$ cat src/rtl/pipe_ctrl_gen.sv
// pipe_ctrl_gen: latch (S1) / read (S2) / control-issue (S3) pipeline for the RNBIP-2 core.
// Define PIPE_CTRL_HAZARD_EN to compile in the read-after-write interlock.
module pipe_ctrl_gen #(
  parameter int unsigned DW = 8,
  parameter int unsigned AW = 8
) (
  input  logic            clk,
  input  logic            rst,
  input  logic            in_valid,
  input  logic [8+DW-1:0] in_word,
  input  logic [AW-1:0]   in_pc,
  output logic            in_ready,
  input  logic            ext_stall,
  input  logic            flag,
  output logic [2:0]      rd_addr,
  output logic            ex_valid,
  output logic [7:0]      ex_opcode,
  output logic [DW-1:0]   ex_operand,
  output logic [AW-1:0]   ex_npc,
  output logic            wr_en,
  output logic [2:0]      wr_addr,
  output logic            pc_load,
  output logic            mem_rd,
  output logic            mem_wr
);

  typedef enum logic [1:0] {
    ACT_FREEZE,
    ACT_FLUSH,
    ACT_HAZARD,
    ACT_ADVANCE
  } act_e;

  typedef struct packed {
    logic pc_load;
    logic mem_rd;
    logic mem_wr;
  } strobe_t;

  logic          s1_valid;
  logic [7:0]    s1_opcode;
  logic [DW-1:0] s1_operand;
  logic [AW-1:0] s1_npc;

  logic          s2_valid;
  logic [7:0]    s2_opcode;
  logic [DW-1:0] s2_operand;
  logic [AW-1:0] s2_npc;
  logic          s2_wr;

  logic          flush;
  logic          hazard;
  act_e          act;
  strobe_t       s2_strobe;

  function automatic logic dec_wr(input logic [7:0] op);
    logic [4:0] grp;
    grp = op[7:3];
    return (op[7] && (op[6:4] != 3'b111)) ||
           (grp inside {5'b00100, 5'b01000, 5'b01010, 5'b01011, 5'b01110, 5'b01111});
  endfunction

  // Conditional classes only fire when the flag sampled on entry to S3 is set.
  function automatic strobe_t dec_strobe(input logic [7:0] op, input logic f);
    logic [4:0] grp;
    logic       jmp_u, jmp_c, call_u, call_c, ret_u, ret_c;
    strobe_t    s;
    grp    = op[7:3];
    jmp_u  = (op == 8'h03) || (op == 8'h04);
    jmp_c  = (grp == 5'b00001) || (grp == 5'b00101);
    call_u = (op == 8'h05) || (op == 8'h06);
    call_c = (grp == 5'b00110) || (grp == 5'b00111);
    ret_u  = (op == 8'h07);
    ret_c  = (grp == 5'b01001);
    s.pc_load = jmp_u || call_u || ret_u || (f && (jmp_c || call_c || ret_c));
    s.mem_wr  = call_u || (f && call_c) || (op[7:4] == 4'b0110);
    s.mem_rd  = ret_u  || (f && ret_c)  || (op[7:4] == 4'b0111);
    return s;
  endfunction

  assign rd_addr = s1_opcode[2:0];
  assign flush   = pc_load && ex_valid;

`ifdef PIPE_CTRL_HAZARD_EN
  assign hazard = s1_valid &&
                  ((s2_valid && s2_wr && (s2_opcode[2:0] == rd_addr)) ||
                   (ex_valid && wr_en && (wr_addr == rd_addr)));
`else
  assign hazard = 1'b0;
`endif

  assign in_ready = !ext_stall && !hazard && !flush;

  always_comb begin
    act = ACT_ADVANCE;
    if (ext_stall) begin
      act = ACT_FREEZE;
    end else if (flush) begin
      act = ACT_FLUSH;
    end else if (hazard) begin
      act = ACT_HAZARD;
    end
  end

  always_comb begin
    s2_strobe = dec_strobe(s2_opcode, flag);
  end

  // S1: latch stage; bubbles carry all-zero fields so rd_addr idles at 0.
  always_ff @(posedge clk or posedge rst) begin
    if (rst) begin
      s1_valid   <= 1'b0;
      s1_opcode  <= '0;
      s1_operand <= '0;
      s1_npc     <= '0;
    end else begin
      case (act)
        ACT_FLUSH: begin
          s1_valid   <= 1'b0;
          s1_opcode  <= '0;
          s1_operand <= '0;
          s1_npc     <= '0;
        end
        ACT_ADVANCE: begin
          s1_valid <= in_valid;
          if (in_valid) begin
            s1_opcode  <= in_word[8+DW-1:DW];
            s1_operand <= in_word[DW-1:0];
            s1_npc     <= in_pc + 1'b1;
          end else begin
            s1_opcode  <= '0;
            s1_operand <= '0;
            s1_npc     <= '0;
          end
        end
        default: ;
      endcase
    end
  end

  // S2: read stage; a hazard injects a bubble here while S1 holds.
  always_ff @(posedge clk or posedge rst) begin
    if (rst) begin
      s2_valid   <= 1'b0;
      s2_opcode  <= '0;
      s2_operand <= '0;
      s2_npc     <= '0;
      s2_wr      <= 1'b0;
    end else begin
      case (act)
        ACT_FLUSH, ACT_HAZARD: begin
          s2_valid   <= 1'b0;
          s2_opcode  <= '0;
          s2_operand <= '0;
          s2_npc     <= '0;
          s2_wr      <= 1'b0;
        end
        ACT_ADVANCE: begin
          s2_valid   <= s1_valid;
          s2_opcode  <= s1_opcode;
          s2_operand <= s1_operand;
          s2_npc     <= s1_npc;
          s2_wr      <= s1_valid && dec_wr(s1_opcode);
        end
        default: ;
      endcase
    end
  end

  // S3: every output is a register, zeroed whenever the slot is a bubble.
  always_ff @(posedge clk or posedge rst) begin
    if (rst) begin
      ex_valid   <= 1'b0;
      ex_opcode  <= '0;
      ex_operand <= '0;
      ex_npc     <= '0;
      wr_en      <= 1'b0;
      wr_addr    <= '0;
      pc_load    <= 1'b0;
      mem_rd     <= 1'b0;
      mem_wr     <= 1'b0;
    end else begin
      case (act)
        ACT_HAZARD, ACT_ADVANCE: begin
          ex_valid <= s2_valid;
          if (s2_valid) begin
            ex_opcode  <= s2_opcode;
            ex_operand <= s2_operand;
            ex_npc     <= s2_npc;
            wr_en      <= s2_wr;
            wr_addr    <= s2_opcode[2:0];
            pc_load    <= s2_strobe.pc_load;
            mem_rd     <= s2_strobe.mem_rd;
            mem_wr     <= s2_strobe.mem_wr;
          end else begin
            ex_opcode  <= '0;
            ex_operand <= '0;
            ex_npc     <= '0;
            wr_en      <= 1'b0;
            wr_addr    <= '0;
            pc_load    <= 1'b0;
            mem_rd     <= 1'b0;
            mem_wr     <= 1'b0;
          end
        end
        ACT_FLUSH: begin
          ex_valid   <= 1'b0;
          ex_opcode  <= '0;
          ex_operand <= '0;
          ex_npc     <= '0;
          wr_en      <= 1'b0;
          wr_addr    <= '0;
          pc_load    <= 1'b0;
          mem_rd     <= 1'b0;
          mem_wr     <= 1'b0;
        end
        default: ;
      endcase
    end
  end

endmodule

$ cat config.mk
export PLATFORM = sky130hd
export DESIGN_NAME = pipe_ctrl_gen
export DESIGN_NICKNAME = d
export VERILOG_FILES = /design/src/rtl/pipe_ctrl_gen.sv
export SDC_FILE = /design/constraint.sdc
export NUM_CORES = 1
export LEC_CHECK = 0
export BUFFER_PORTS_ARGS = -buffer_cell sky130_fd_sc_hd__buf_2
export CAP_MARGIN = 10
export CORE_UTILIZATION = 54
export DETAILED_ROUTE_END_ITERATION = 8
export PLACE_DENSITY_LB_ADDON = 0.2
export SYNTH_ARGS = -nofsm -noshare
export SYNTH_HDL_FRONTEND = slang
export SYNTH_SLANG_ARGS = --single-unit
$ cat constraint.sdc
create_clock -name clk -period 3.7 [get_ports clk]
set_clock_uncertainty 0.05 [all_clocks]
set_input_delay 0.74 -clock clk [delete_from_list [all_inputs] [get_ports clk]]
set_output_delay 0.74 -clock clk [all_outputs]
set_load 0.05 [all_outputs]
After elaboration in Yosys (flattened, before gate mapping)
Index checks and enable logic that the tools add are counted.
{ "op_classes": {"reduce_logical": 29, "n_eq_ne": 22, "multipliers": 0, "mux": 31, "shifts": 0, "n_div": 0, "add_sub_neg": 1, "magnitude_cmp": 0, "bitwise": 0} }
{ "op_table": {"columns": ["operator", "n"], "rows": [
  ["8-bit case mux with 2 select lines", 9],
  ["8-bit 2-to-1 mux", 6],
  ["8-bit by 3-bit equality test with 1-bit output, second input constant", 4],
  ["5-bit by 4-bit equality test with 1-bit output, second input constant", 6],
  ["5-bit by 3-bit equality test with 1-bit output, second input constant", 4],
  ["1-bit case mux with 2 select lines", 8],
  ["1-bit logical OR", 14],
  ["8-bit by 1-bit adder with 8-bit output, second input constant", 1],
  ["4-bit by 3-bit equality test with 1-bit output, second input constant", 2],
  ["8-bit by 2-bit equality test with 1-bit output, second input constant", 1],
  ["1-bit logical AND", 7],
  ["3-bit case mux with 2 select lines", 1],
  ["2-bit nonzero test", 3],
  ["6-bit nonzero test", 1],
  ["5-bit by 1-bit equality test with 1-bit output, second input constant", 1],
  ["2-bit equality test, second input constant", 2],
  ["1-bit 2-to-1 mux", 4],
  ["2-bit 2-to-1 mux", 2],
  ["2-bit OR reduction", 2],
  ["3-bit 2-to-1 mux", 1],
  ["3-bit inequality test, second input constant", 1],
  ["2-bit by 1-bit equality test with 1-bit output, second input constant", 1],
  ["1-bit logical NOT", 2]
]} }
{ "totals": {"memories": 0, "output_inout_bits": 36, "ff_bits": 83, "latch_bits": 0, "romBits": 0, "mem_bits_rw": 0, "in_bits": 29} }

Logic depth before layout (Yosys ltp)
Gate-level depths: netlist of the first run.
{ "depth": {"ltp_word": 8, "depth_mapped": 6, "mapped_depth_nobuf": 5} }

Worst setup path before layout of the first run
OpenSTA, ideal clock, no wires.
{ "synth_timing": {"path_kind": "input to output", "startpoint": "input port ext_stall", "endpoint": "output port in_ready", "required_ns": 2.910, "t_arrival_ns": 1.463, "path_slack_ns": 1.447, "path_buffers": 3, "stages": 4, "cell_sequence": "buf_6 -> a21oi_2 -> buf_4 -> buf_2"} }
{ "synth_between": {"elab_chain_cells": 2} }
{ "synth_rtl": {"columns": ["element", "line", "text"], "rows": [
  ["start, declared", "13", "input logic ext_stall,"],
  ["1-bit logical NOT", "92", "assign in_ready = !ext_stall && !hazard && !flush;"],
  ["1-bit logical AND", "92", null],
  ["end, declared", "12", "output logic in_ready,"]
]} }
Every way passes these cells.

Worst setup path after layout of the first run
{ "layout_timing": {"startpoint": "input port ext_stall", "endpoint": "register ex_opcode[2]"} }
{ "layout_between": {"elab_chain_cells": 4, "word_cells_on_any_way": 7} }
{ "layout_rtl": {"columns": ["element", "line", "text"], "rows": [
  ["2-bit 2-to-1 mux (*)", "96", "if (ext_stall) begin"],
  ["2-bit equality test", "183", "case (act)"],
  ["2-bit OR reduction", "183", null],
  ["8-bit case mux with 2 select lines / 2-bit nonzero test (equally long branches)", null, null],
  ["end signal, assigned", "187", "ex_opcode <= s2_opcode;"],
  ["end, declared", "17", "output logic [7:0] ex_opcode,"]
]} }
Every way passes the cells marked *; elsewhere a longest branch is shown, timed or not.
A chain may end at the register's enable or synchronous reset.

==> results.sh, run 1 <==
export IMPL_synth_top_area_share=0.633
export IMPL_htree_levels=3
export IMPL_slew_headroom=0.399
export IMPL_ir_drop_mv=0.264
export IMPL_viasPerCell=5.60
export IMPL_power_mw=2.02
export IMPL_drcViolationCount=0
export IMPL_fin_nets=327
export IMPL_start_kind="input port"
export IMPL_setup_violations=0
export IMPL_finalCritPeriodShare=0.564
export IMPL_path_buf_inv=2
export IMPL_path_clk_slew_ns=0.08
export IMPL_die_area_um2=6170
export IMPL_clock_root_buffer="clkbuf_8"
export IMPL_critPathKind="in -> reg"
export IMPL_cts_path_max_buffers=2
export IMPL_drt_wirelength_per_cell_um=15.6
export IMPL_status="finished, final reports clean"
export IMPL_place_hpwl_um=3880
export IMPL_yosysTopAreaCell="dfrtp_1"
export IMPL_io_buffer_count=64
export IMPL_grt_pass1_wl_um=9710
export IMPL_globalplace_congestion=0.796
export IMPL_io_pins=65
export IMPL_end_kind="flip-flop"
export IMPL_synth_edf_count=0
export IMPL_utilization=0.660
export IMPL_grt_start_max_net_pins=81
export IMPL_ctsHoldBuffers=0
export IMPL_area_growth_pct=16.3
export IMPL_antennaDiodeCount=0
export IMPL_place_ws_ns=1.23
export IMPL_ys_seq_elements=80
export IMPL_drive_above_1_share=0.298
export IMPL_async_reset_ff_frac=1.00
export IMPL_first_pass_iters=4
export IMPL_post_cts_resized=0
export IMPL_num_fill_cells=445
export IMPL_rows=27
export IMPL_syn_inst=242
export IMPL_timing_setup_tns_ns=0
export IMPL_yosys_warnings=0
export IMPL_antenna_found_initial=0
export IMPL_min_path_type="in -> async"
export IMPL_postRouteWirelength_um=5830
export IMPL_yosysMostFrequentCell="dfrtp_1"
export IMPL_grtUsageMet1=0.300
export IMPL_ant_nets=0
export IMPL_fmax_mhz=479
export IMPL_synth_top_cells_by_area="dfrtp_1 63%, a22o_1 19%, buf_4 2.6%"
export IMPL_drt_iter0_drc=151
export IMPL_hold_viol_final=0
export IMPL_clock_latency_ns=0.35
export IMPL_static_leakage_power_nw=1.88
export IMPL_start_util=0.568
export IMPL_layoutNonFillerInstCount=374
export IMPL_crit_path_cell_trace="buf_2 -> a21oi_2 -> buf_4 -> and2_1 -> a22o_1"
export IMPL_fp_dieW_um=78.6
export IMPL_avgSynthCellArea_um2=13.1
export IMPL_busiest_layer="met2"
export IMPL_critPathArrivalTime_ns=2.32
export IMPL_worst_slack_ns=1.61
export IMPL_place_inst=358
export IMPL_cts_sinks=80
export IMPL_gr_usage_all_layers=0.212
export IMPL_tightest_slew_ns=0.902
export IMPL_path_delay_family="simple AND/OR/NAND/NOR gates"
export IMPL_post_cts_repair_setup_buffers=0
export IMPL_p_per_area_nw_per_um2=549
export IMPL_synth_seq_area_share=0.633
export IMPL_use_met3=0.0395
export IMPL_required_ns=3.94
export IMPL_rrSetupSlack_ns=1.63
export IMPL_grt_setup_unrepaired="false"
export IMPL_cp_slowest_cell="and2_1"
export IMPL_cap_violations=0
export IMPL_synthTopCellsByCount="80 x dfrtp_1, 67 x a22o_1, 22 x nand2_1"
export IMPL_cts_tree="yes"
export IMPL_dieHeight_um=78.6
export IMPL_cts_inserted_buffers=9
export IMPL_grt_pass1_vias=1967
export IMPL_synth_ff_type="dfrtp_1"
export IMPL_critPathMaxStageDelay_ns=0.78
export IMPL_min_period_ns=2.09
export IMPL_vias=2095
export IMPL_synth_nets=272
export IMPL_core_area_um2=5570
export IMPL_report_final_slew_viol_count=0
export IMPL_grt_overflow_total=0
export IMPL_yosysUniqueCellTypes=33
export IMPL_syn_area_um2=3160
export IMPL_met2_usage=0.315
export IMPL_worst_path_max_fanout=29
[through the flow]
step | hold WS, ns | instance area (um2)
6_report | 0.376 | 3680
5_1_grt | 0.416 | 3680
4_1_cts | 0.391 | 3680
3_5_place_dp | 0.414 | 3450
3_3_place_gp | 0.409 | 3450
2_1_floorplan | 0.397 | 3160
[path summary, 6_finish.rpt]
kind                            depth (start not counted)                  from                        to
worst max-delay path                                    5             ext_stall  ex_opcode[2]$_DFFE_PP0P_
worst min-delay path                                    2                   rst  s1_opcode[6]$_DFFE_PP0P_
worst max register to register                          4   pc_load$_DFFE_PP0P_  ex_opcode[2]$_DFFE_PP0P_
worst min register to register                          2  s1_valid$_DFFE_PP0P_      s1_valid$_DFFE_PP0P_
max in group asynchronous                               3                   rst  s2_opcode[5]$_DFFE_PP0P_
min in group clk                                        2  s1_valid$_DFFE_PP0P_      s1_valid$_DFFE_PP0P_
[power breakdown]
group / internal, mW / total (mW) / switching [mW]
logic: 0.102 / 0.296 / 0.194
registers: 0.949 / 1.01 / 0.0601
clock network: 0.400 / 0.715 / 0.315
total: 1.45 / 2.02 / 0.570
[cell families after synthesis]
group,synth area share
DFF,0.633
buffers and inverters,0.0530
AOI/OAI and AO/OA,0.221
xor gates and xnor gates,0.0221
and+or+nand+nor,0.0641
muxes,0.00356
adders and majority gates,0.00395
[sequential cells by signal (all words and copies together), names as in the netlist]
register	flops
s1_valid	1
s2_npc	8
s1_operand	8
mem_rd	1
s2_wr	1
ex_operand	8
ex_opcode	8
mem_wr	1
s2_operand	8
ex_npc	8
wr_en	1
pc_load	1
s1_opcode	8
s2_valid	1
ex_valid	1
s1_npc	8
s2_opcode	8
[cell usage in the layout (no fill, tap or decap), drive strengths merged, types with 2 or more instances in the layout]
cell,count
nor3,2
nand3,4
clkinvlp,2
nor2,2
clkbuf,10
xnor2,5
and2,2
bufinv,2
clkinv,3
buf,68
dfrtp,80
a22o,67
inv,2
o21ai,8
a21oi,4
nand2,23
xor2,3
[per-layer routing]
metal	routed length [um]	share of wire
met5	0	0
met4	123	0.021
met3	257	0.044
met2	2740	0.47
met1	2710	0.47
[area by class of cell]
class                      count  area [um2]  area share
clock inverter                 6        92.6      0.0252
timing repair buffer          68         350      0.0952
clock buffer                  10         138      0.0374
multi-input combinational    135         995       0.270
sequential                    80        2000       0.544
tap                           72        90.1      0.0245
inverter                       3        12.5     0.00340
Note: power is estimated with default switching activity, not from simulation.
==> run 2: changes to the inputs <==
--- a/config.mk
+++ b/config.mk
@@ -7,7 +7,7 @@
 export LEC_CHECK = 0
 export BUFFER_PORTS_ARGS = -buffer_cell sky130_fd_sc_hd__buf_2
 export CAP_MARGIN = 10
-export CORE_UTILIZATION = 54
+export CORE_UTILIZATION = 49
 export DETAILED_ROUTE_END_ITERATION = 8
 export PLACE_DENSITY_LB_ADDON = 0.2
 export SYNTH_ARGS = -nofsm -noshare
==> constraint.sdc (replaced) <==
create_clock -name clk -period 1.75 [get_ports clk]
set_clock_uncertainty 0.05 [all_clocks]
set_input_delay 0.35 -clock clk [delete_from_list [all_inputs] [get_ports clk]]
set_output_delay 0.35 -clock clk [all_outputs]
set_load 0.05 [all_outputs]
==> results.sh, run 2 (synthesized netlist as in run 1, its figures left out) <==
export IMPL_met2WireLength_um=2830
export IMPL_grt_overflow_total=0
export IMPL_slew_headroom=0.474
export IMPL_layoutNonFillerInstCount=380
export IMPL_place_inst=362
export IMPL_grt_start_max_net_pins=81
export IMPL_crit_start="pc_load$_DFFE_PP0P_"
export IMPL_htree_levels=3
export IMPL_die_area_um2=6780
export IMPL_drive_above_1_share=0.302
export IMPL_viasPerCell=5.59
export IMPL_cts_sinks=80
export IMPL_start_util=0.522
export IMPL_clock_latency_ns=0.35
export IMPL_report_final_slew_viol_count=0
export IMPL_gr_usage_all_layers=0.202
export IMPL_start_kind="flip-flop"
export IMPL_tightest_slew_ns=0.788
export IMPL_ir_drop_mv=0.654
export IMPL_path_clk_slew_ns=0.08
export IMPL_drcViolationCount=0
export IMPL_final_cell_area_um2=3750
export IMPL_vias=2123
export IMPL_cts_tree="yes"
export IMPL_min_period_ns=1.69
export IMPL_hold_viol_final=0
export IMPL_antenna_found_initial=0
export IMPL_finalCritPeriodShare=0.963
export IMPL_clock_root_buffer="clkbuf_8"
export IMPL_io_buffer_count=64
export IMPL_fin_nets=330
export IMPL_layout_common_cells="80 x dfrtp_1, 67 x a22o_1, 63 x buf_2"
export IMPL_core_area_um2=6060
export IMPL_first_pass_iters=4
export IMPL_place_hpwl_um=3880
export IMPL_ctsHoldBuffers=0
export IMPL_critPathKind="reg -> out"
export IMPL_met3_length_um=243
export IMPL_static_leakage_power_nw=1.90
export IMPL_grt_pass1_vias=1935
export IMPL_min_path_type="in -> async"
export IMPL_cap_violations=0
export IMPL_layout_commonest_cell="dfrtp_1"
export IMPL_timing_setup_tns_ns=0
export IMPL_grt_setup_unrepaired="false"
export IMPL_r2r_start="pc_load$_DFFE_PP0P_"
export IMPL_ant_nets=0
export IMPL_drt_iter0_drc=109
export IMPL_area_growth_pct=18.5
export IMPL_globalplace_congestion=0.728
export IMPL_worst_path_max_fanout=13
export IMPL_antennaDiodeCount=0
export IMPL_cts_path_max_buffers=2
export IMPL_hold_slack_ns=0.0510
export IMPL_fmax_mhz=593
export IMPL_fp_dieW_um=82.4
export IMPL_rows=28
export IMPL_cts_inserted_buffers=9
export IMPL_critPathArrivalTime_ns=1.29
export IMPL_p_per_area_nw_per_um2=1140
export IMPL_io_pins=65
export IMPL_grt_pass1_wl_um=9860
export IMPL_drt_met1_wl_um=2960
export IMPL_required_ns=1.35
export IMPL_drt_wirelength_per_cell_um=16.2
export IMPL_setup_violations=0
export IMPL_top_layer="met4"
export IMPL_end_kind="output port"
export IMPL_dieHeight_um=82.4
export IMPL_placed_area_um2=3500
export IMPL_status="finished, final reports clean"
export IMPL_postRouteWirelength_um=6160
==> run 2: where the power goes <==
group          leakage [nW]  internal (mW)  switching, mW
logic                 0.735          0.237          0.424
clock network         0.106          0.840          0.660
registers              1.06           2.01          0.122
total                  1.90           3.08           1.20
==> run 2: final cells by class <==
cell class / count / area (um2)
clock buffers: 11 / 141
clock inverters: 5 / 80.1
fillers: 497 / 2310
inverters: 3 / 15.0
multi-input cells: 135 / 1000
flip-flops and latches: 80 / 2000
well taps: 75 / 93.8
repair buffers: 71 / 417
==> run 2: path summary, 6_finish.rpt <==
path / slack [ns] / cells past startpoint / endpoint
min in group clk: 0.16 / 2 / s1_opcode[6]$_DFFE_PP0P_
max: 0.06 / 3 / in_ready
min: 0.05 / 3 / ex_operand[7]$_DFFE_PP0P_
min reg2reg: 0.43 / 2 / ex_opcode[5]$_DFFE_PP0P_
max in group asynchronous: 1.27 / 3 / s2_opcode[1]$_DFFE_PP0P_
max reg2reg: 0.20 / 3 / s1_opcode[2]$_DFFE_PP0P_
==> run 2: what timing repair did <==
item / CTS / global route
buffers inserted: 0 / 2
pin swaps: 0 / 1
endpoints found under the setup margin: 1 / 1
resized for setup: 3 / 0
==> run 2: through the flow <==
step	total power, mW	util	setup WS (ns)
floorplan	2.65	-	0.0635
global placement	2.81	0.578	0.151
detailed placement	2.82	0.578	0.0642
CTS	4.33	0.616	0.0198
global route	4.47	0.619	0.00798
finish	4.29	0.619	0.0641
==> run 2: metal layers <==
metal / vias up / track usage
li1: 1017 / -
met1: 1045 / 0.282
met2: 50 / 0.295
met3: 11 / 0.0462
met4: 0 / 0.100
met5: - / 0
==> run 2: worst max-delay path, stage by stage, from the launching register on <==
cell and delay, ns:
dfrtp_1 0.41, a21oi_4 0.21, buf_12 0.16, buf_6 0.16
